`config.mk`:
```
export PLATFORM = sky130hd
export DESIGN_NAME = param_updown_counter
export DESIGN_NICKNAME = d
export VERILOG_FILES = /design/src/rtl/param_updown_counter.sv
export SDC_FILE = /design/constraint.sdc
export NUM_CORES = 1
export LEC_CHECK = 0
export BUFFER_PORTS_ARGS = -buffer_cell sky130_fd_sc_hd__buf_2
export CORE_MARGIN = 2
export CORE_UTILIZATION = 35
export DETAILED_ROUTE_END_ITERATION = 10
export PLACE_DENSITY = 0.57
export SETUP_SLACK_MARGIN = 0.2
export SYNTH_ARGS = -nofsm -noshare
export SYNTH_HDL_FRONTEND = slang
export SYNTH_SLANG_ARGS = --single-unit
export TNS_END_PERCENT = 30
```
`constraint.sdc`:
```
create_clock -name clk_in -period 2.53 [get_ports clk_in]
set_input_delay 0.506 -clock clk_in [delete_from_list [all_inputs] [get_ports clk_in]]
set_output_delay 0.506 -clock clk_in [all_outputs]
set_load 0.05 [all_outputs]
```
`src/rtl/param_updown_counter.sv`:
```
// Prescaled up/down counter with programmable modulus and synchronous load.
// Define UDC_SATURATE_EN to make boundary steps saturate instead of wrap.
module param_updown_counter #(
  parameter int WIDTH = 4,
  parameter int DIV   = 49999999,
  parameter int DIV_W = 26
) (
  input  logic             clk_in,
  input  logic             resetn,
  input  logic             en,
  input  logic [1:0]       mode,
  input  logic             load,
  input  logic [WIDTH-1:0] load_val,
  input  logic [WIDTH-1:0] max_val,
  output logic [WIDTH-1:0] q,
  output logic             tick,
  output logic             tc
);

  localparam logic [DIV_W-1:0] DIV_V = DIV_W'(DIV);

  logic [DIV_W-1:0] presc;
  logic             step;
  logic [WIDTH-1:0] q_step;
  logic             tc_step;
  logic [WIDTH-1:0] q_load;

  assign step   = en && (presc == DIV_V);
  assign q_load = (load_val > max_val) ? max_val : load_val;

  always_comb begin
    q_step  = q;
    tc_step = 1'b0;
    unique case (1'b1)
      mode == 2'b01: begin
        if (q >= max_val) begin
`ifdef UDC_SATURATE_EN
          q_step = max_val;
`else
          q_step = '0;
`endif
          tc_step = 1'b1;
        end else begin
          q_step = q + WIDTH'(1);
        end
      end
      mode == 2'b10: begin
        if (q == '0) begin
`ifdef UDC_SATURATE_EN
          q_step = '0;
`else
          q_step = max_val;
`endif
          tc_step = 1'b1;
        end else if (q > max_val) begin
          // out-of-range value left by a max_val change: clamp, no tc
          q_step = max_val;
        end else begin
          q_step = q - WIDTH'(1);
        end
      end
      default: ;
    endcase
  end

  always_ff @(posedge clk_in or negedge resetn) begin
    if (!resetn) begin
      q     <= '0;
      presc <= '0;
      tick  <= 1'b0;
      tc    <= 1'b0;
    end else if (load) begin
      q     <= q_load;
      presc <= '0;
      tick  <= 1'b0;
      tc    <= 1'b0;
    end else begin
      tick <= step;
      tc   <= step & tc_step;
      if (en)
        presc <= step ? '0 : presc + DIV_W'(1);
      if (step)
        q <= q_step;
    end
  end

endmodule

```
Word level (Yosys, flattened, before mapping)
Cells that the tools add are included.
{"block": "word_totals", "ff_bits": 32, "inputBits": 14, "out_inout_bits": 6}
{"block": "classes", "add_sub_neg": 3, "order_cmp": 3, "eq_ne": 3, "mux": 15, "n_bitwise": 1, "reduce_logical": 6}
{"operator": "$mux 26", "n": 3}
{"operator": "$add 26x1->26 const B", "n": 1}
{"operator": "$eq 26x26->1 const B", "n": 1}
{"operator": "$mux 4", "n": 6}
{"operator": "$gt 4x4->1", "n": 2}
{"operator": "$pmux 4 s2", "n": 1}
{"operator": "$add 4x1->4 const B", "n": 1}
{"operator": "$ge 4x4->1", "n": 1}
{"operator": "$logic_not 4->1", "n": 1}
{"operator": "$mux 1", "n": 4}
{"operator": "$reduce_bool 2->1", "n": 2}
{"operator": "$sub 4x1->4 const B", "n": 1}
{"operator": "$reduce_bool 3->1", "n": 1}
{"operator": "$eq 2x1->1 const B", "n": 1}
{"operator": "$eq 2x2->1 const B", "n": 1}
{"operator": "$pmux 1 s2", "n": 1}
{"operator": "$reduce_and 2->1", "n": 1}
{"operator": "$and 1x1->1", "n": 1}
{"operator": "$logic_and 1x1->1", "n": 1}

Depth between registers and ports, before layout
{"block": "logic_depth", "depth_word": 6, "ltp_mapped": 8, "ltp_nobuf": 7}

Worst setup path after synthesis
OpenSTA, ideal clock, no wires.
{"block": "synth_timing", "path_kind": "register to register", "from": "register q[0]", "to": "register q[1]", "setup_ns": 0.124, "arrival_time_ns": 1.947, "t_required_ns": 2.406, "path_slack_ns": 0.459, "path_stages_with_launch": 8, "path_buffers": 0, "period_less_slack_ns": 2.071, "cell_sequence": "dfrtp_1 -> inv_1 -> ha_1 -> nand4_1 -> nor2_1 -> a21oi_2 -> mux2i_1 -> o31a_1"}
{"block": "synth_via", "elab_chain_cells": 6, "word_cells_on_any_way": 11, "classes_between": "2 x add/sub; 2 x order compare; 6 x mux; 1 x reduce/logical"}
{"element": "start, declared", "line": "15", "text": "output logic [WIDTH-1:0] q,"}
{"element": "start signal, assigned", "line": "73", "text": "q <= q_load;"}
{"element": "start signal, assigned", "line": "83", "text": "q <= q_step;"}
{"element": "$sub 4x1->4 or $gt 4x4->1 (tied branches)", "line": "59, 55"}
{"element": "$mux 4", "line": "55", "text": "end else if (q > max_val) begin"}
{"element": "$mux 4", "line": "48", "text": "if (q == '0) begin"}
{"element": "$pmux 4 s2 *", "line": "34", "text": "unique case (1'b1)"}
{"element": "$mux 4 *", "line": "82", "text": "if (step)"}
{"element": "$mux 4 *", "line": "72", "text": "end else if (load) begin"}
Mark *: on every way between the ends. The rest lies on a longest branch, timed or not. The select of a mux whose other input is x is not followed.
A chain may end at the register's enable or synchronous reset.

Final worst setup path
{"block": "layout_timing", "from": "register q[0]", "to": "register q[0]"}
Same word-level chain as after synthesis.

==> qor_table.md <==
| Step | Item | Reported |
|:---|:---|:---|
| status | Run status | finished clean |
| clock network | Insertion delay to the later sink of the worst-skew pair | 0.29 ns |
| logic synthesis | Fraction of post-synthesis cell area in the top cell type by area | 36.2% |
| route | Detailed-route DRC error count | 0 |
| timing | Final Critical Period | 2.10 ns |
| floorplanning | Die X | 83.5 um |
| clock network | Clock net sink count | 32 |
| route | Antenna-violating nets left | 0 |
| placement | Post-detail-place hpwl | 3.65 mm |
| clock network | Clock buffer count from CTS | 5 |
| logic synthesis | Mapped Cells | 247 |
| logic synthesis | Syn nets | 275 |
| floorplanning | Die Footprint | 6960 um^2 |
| setup path | Type of the setup path with the least slack | reg2reg |
| clock network | CTS HTree Levels | 2 |
| clock network | Clock tree from TritonCTS | yes |
| setup path | Worst stage delay on the critical path | 0.45 ns |
| setup path | Data required, critical path | 2.70 ns |
| clock network | Worst-path clk slew | 0.07 ns |
| power | Power density of the placed cells | 487 nW/um^2 |
| logic synthesis | Cell with the most instances after synthesis | nor2_1 |
| grt | Global-route wire length before repair | 8.76 mm |
| job | Max-cap violation count | 0 |
| timing | Setup TNS | 0 ns |
| route | DR vias/cell | 5.31 |
| placement | Post-place setup slack | 0.356 ns |
| floorplanning | Count of pins on the block boundary | 20 |
| clock network | Cts hold-fix bufs | 0 |
| setup path | Crit path DAT | 2.27 ns |
| route | Total Routed Length | 4.87 mm |
| power | IR Drop Worst-Case VDD | 0.295 mV |
| logic synthesis | Per-instance average area after synthesis | 8.95 um^2 |
| clock network | Quantity of gates resized following cts | 0 |
| route | Count of TritonRoute iterations in the first routing pass | 4 |
| timing | RSZ-0062 raised after global routing | false |
| clock network | Max Root-Sink Buffers | 2 |
| floorplanning | Number of placement rows | 28 |
| route | WL/cell | 14.0 um |
| timing | Slew at the pin closest to its max-slew limit | 0.740 ns |
| placement | Placed cell count | 339 |
| layout | Net total in the final layout | 299 |
| logic synthesis | Cell accounting for the most synthesized area | dfrtp_1 |
| route | First DRT Iteration DRCs | 68 |
| timing | Headroom to the max-slew limit | 50.7% |
| min path | Tightest Hold Check Type | in2async |
| setup path | Critical-path cell list | inv_1, ha_1, nor3b_1, nor2b_1, a21oi_2, mux2i_1, o31a_1 |
| logic synthesis | Mapped cell area | 2210 um^2 |
| clock network | Postcts setup bufs | 0 |
| timing | Period Utilization, post-route | 82.9% |
| placement | IO Port Bufs | 19 |
| grt | Initial antenna violation count | 0 |
| timing | Setup violators final | 0 |
| logic synthesis | Synth cell count leaders | nor2_1 (37), dfrtp_1 (32), nand2_1 (18), nand3_1 (18), xor2_1 (18) |
| grt | Remaining global-route overflow | 0 |
| power | Leakage power | 1.13 nW |
| logic synthesis | Synth unique cells | 50 |
| logic synthesis | Async set or reset register ratio after synthesis | 100% |
| layout | Fin cells | 347 |
| grt | Global router's overall resource usage | 15.2% |
| logic synthesis | Number of warnings printed during yosys synthesis | 0 |
| logic synthesis | Post-synth EDFFs | 0 |
| timing | Final-layout worst hold slack | 0.279 ns |
| layout | Proportion of layout cells with a drive suffix above 1 | 15.4% |
| setup path | Critical-path maximum fanout | 7 |
| setup path | Category of the worst setup path launch point | flip-flop |
| timing | Fin Clk Skew | 0.00581 ns |
| layout | Diode count | 0 |
| timing | Number of slew-limit violations in the final report | 0 |
| logic synthesis | Main area contributors after synthesis | dfrtp_1 (36%), ha_1 (7.9%), xor2_1 (7.1%) |
| floorplanning | Placeable core region | 6030 um^2 |
| setup path | Endpoint kind of the worst setup timing path | flip-flop |
| logic synthesis | Number of synthesized register bits | 32 |
| floorplanning | Initial core utilization | 36.7% |
| placement | Routability congestion estimate | 0.890 |
| timing | Total count of hold-check failures in the final report | 0 |
| clock network | Clock root cell | clkbuf_8 |
| logic synthesis | Main synth FF type | dfrtp_1 |
| setup path | Max stage delay cell, worst path | dfrtp_1 |
| layout | Layout Area Growth over Synthesis | 12.7% |
| route | Vias post-DR | 1842 |
| timing | Minimum setup slack in the final design | 0.433 ns |
| floorplanning | Vert. Die Dim | 83.5 um |
| timing | Achievable clock frequency | 477 MHz |
| logic synthesis | Share of the yosys chip area belonging to registers | 36.2% |
| grt | Vias in the first global route | 1861 |
| setup path | Worst-case register-to-register setup slack | 0.43 ns |
| grt | Pin count of the biggest net entering global routing | 33 |
critical path, delay by kind of cell, from the launching register on:
family,cells,cell delay [ns]
flip-flops,1,0.45
adder cells (fa/ha/maj),1,0.15
buffers and inverters,1,0.16
AND/OR/NAND/NOR,2,0.48
AO/OA/AOI/OAI,2,0.59
multiplexers,1,0.15
worst paths after layout:
| kind | startpoint | to | cells past startpoint |
|---|---|---|---|
| min in group clk_in | mode[1] | tc | 3 |
| max reg2reg | q[0] | q[0] | 7 |
| max in group asynchronous | resetn | presc[21] | 1 |
| min | resetn | presc[6] | 1 |
| max | q[0] | q[0] | 7 |
| min reg2reg | presc[21] | presc[21] | 1 |
flip-flops by register name (all words and copies together), names as in the netlist:
| name | count |
|---|---|
| presc | 26 |
| tick | 1 |
| q | 4 |
| tc | 1 |
logic make-up (layout without fill, tap and decap cells):
| logic type | Yosys count | count (layout) | share of synthesized area (%) |
|---|---|---|---|
| flops | 32 | 32 | 36.2 |
| fa+ha+maj | 14 | 14 | 7.93 |
| compound gates | 36 | 36 | 11.8 |
| xor+xnor | 24 | 24 | 9.51 |
| mux | 5 | 5 | 2.32 |
| simple gates | 115 | 115 | 28.2 |
| buf+inv | 21 | 46 | 4.02 |
metrics by stage:
step | area (um^2) | total power, mW | util (%)
after detailed placement | 2400 | 0.816 | 39.8
after global routing | 2490 | 1.28 | 41.3
after global placement | 2400 | 0.813 | 39.8
after CTS | 2490 | 1.23 | 41.3
final | 2490 | 1.21 | 41.3
after floorplan | 2210 | 0.742 | -
placed cells by master (no fill, tap or decap), types with 2 or more instances in the layout:
cell,n
nand3_1,18
nor2_2,2
dfrtp_1,32
o211ai_1,2
xnor2_1,6
a211oi_1,2
o21a_1,2
a21oi_1,5
nor2_1,37
or3_1,2
and3_1,6
nor2b_1,2
o21ai_0,8
nand2_1,18
nand4_1,13
a22oi_1,2
xor2_1,18
clkbuf_1,2
buf_4,5
clkbuf_8,6
inv_1,14
a32oi_1,3
mux2i_1,4
ha_1,14
and4_1,2
o31a_1,3
buf_2,19
nor4_1,2
per-layer routing:
layer	routed length (um)	vias to the layer above	track usage (%)	part of all wire, %
met5	0	-	0	0
met1	2370	882	20.0	49
met3	137	6	3.36	2.8
li1	-	932	-	-
met2	2300	22	25.3	47
met4	64	0	3.96	1.3
report_power, final:
group	internal, mW	switching (mW)
Combinational	0.0947	0.163
Sequential	0.524	0.0252
Clock	0.222	0.185
Total	0.840	0.374
final cells by class:
type	instances	area, um^2
Fill cell	622	3540
Multi-Input combinational cell	194	1320
Sequential cell	32	801
Timing Repair Buffer	24	133
Tap cell	75	93.8
Clock buffer	8	90.1
Inverter	14	52.6
No activity file was read; power rests on OpenSTA's default activity.
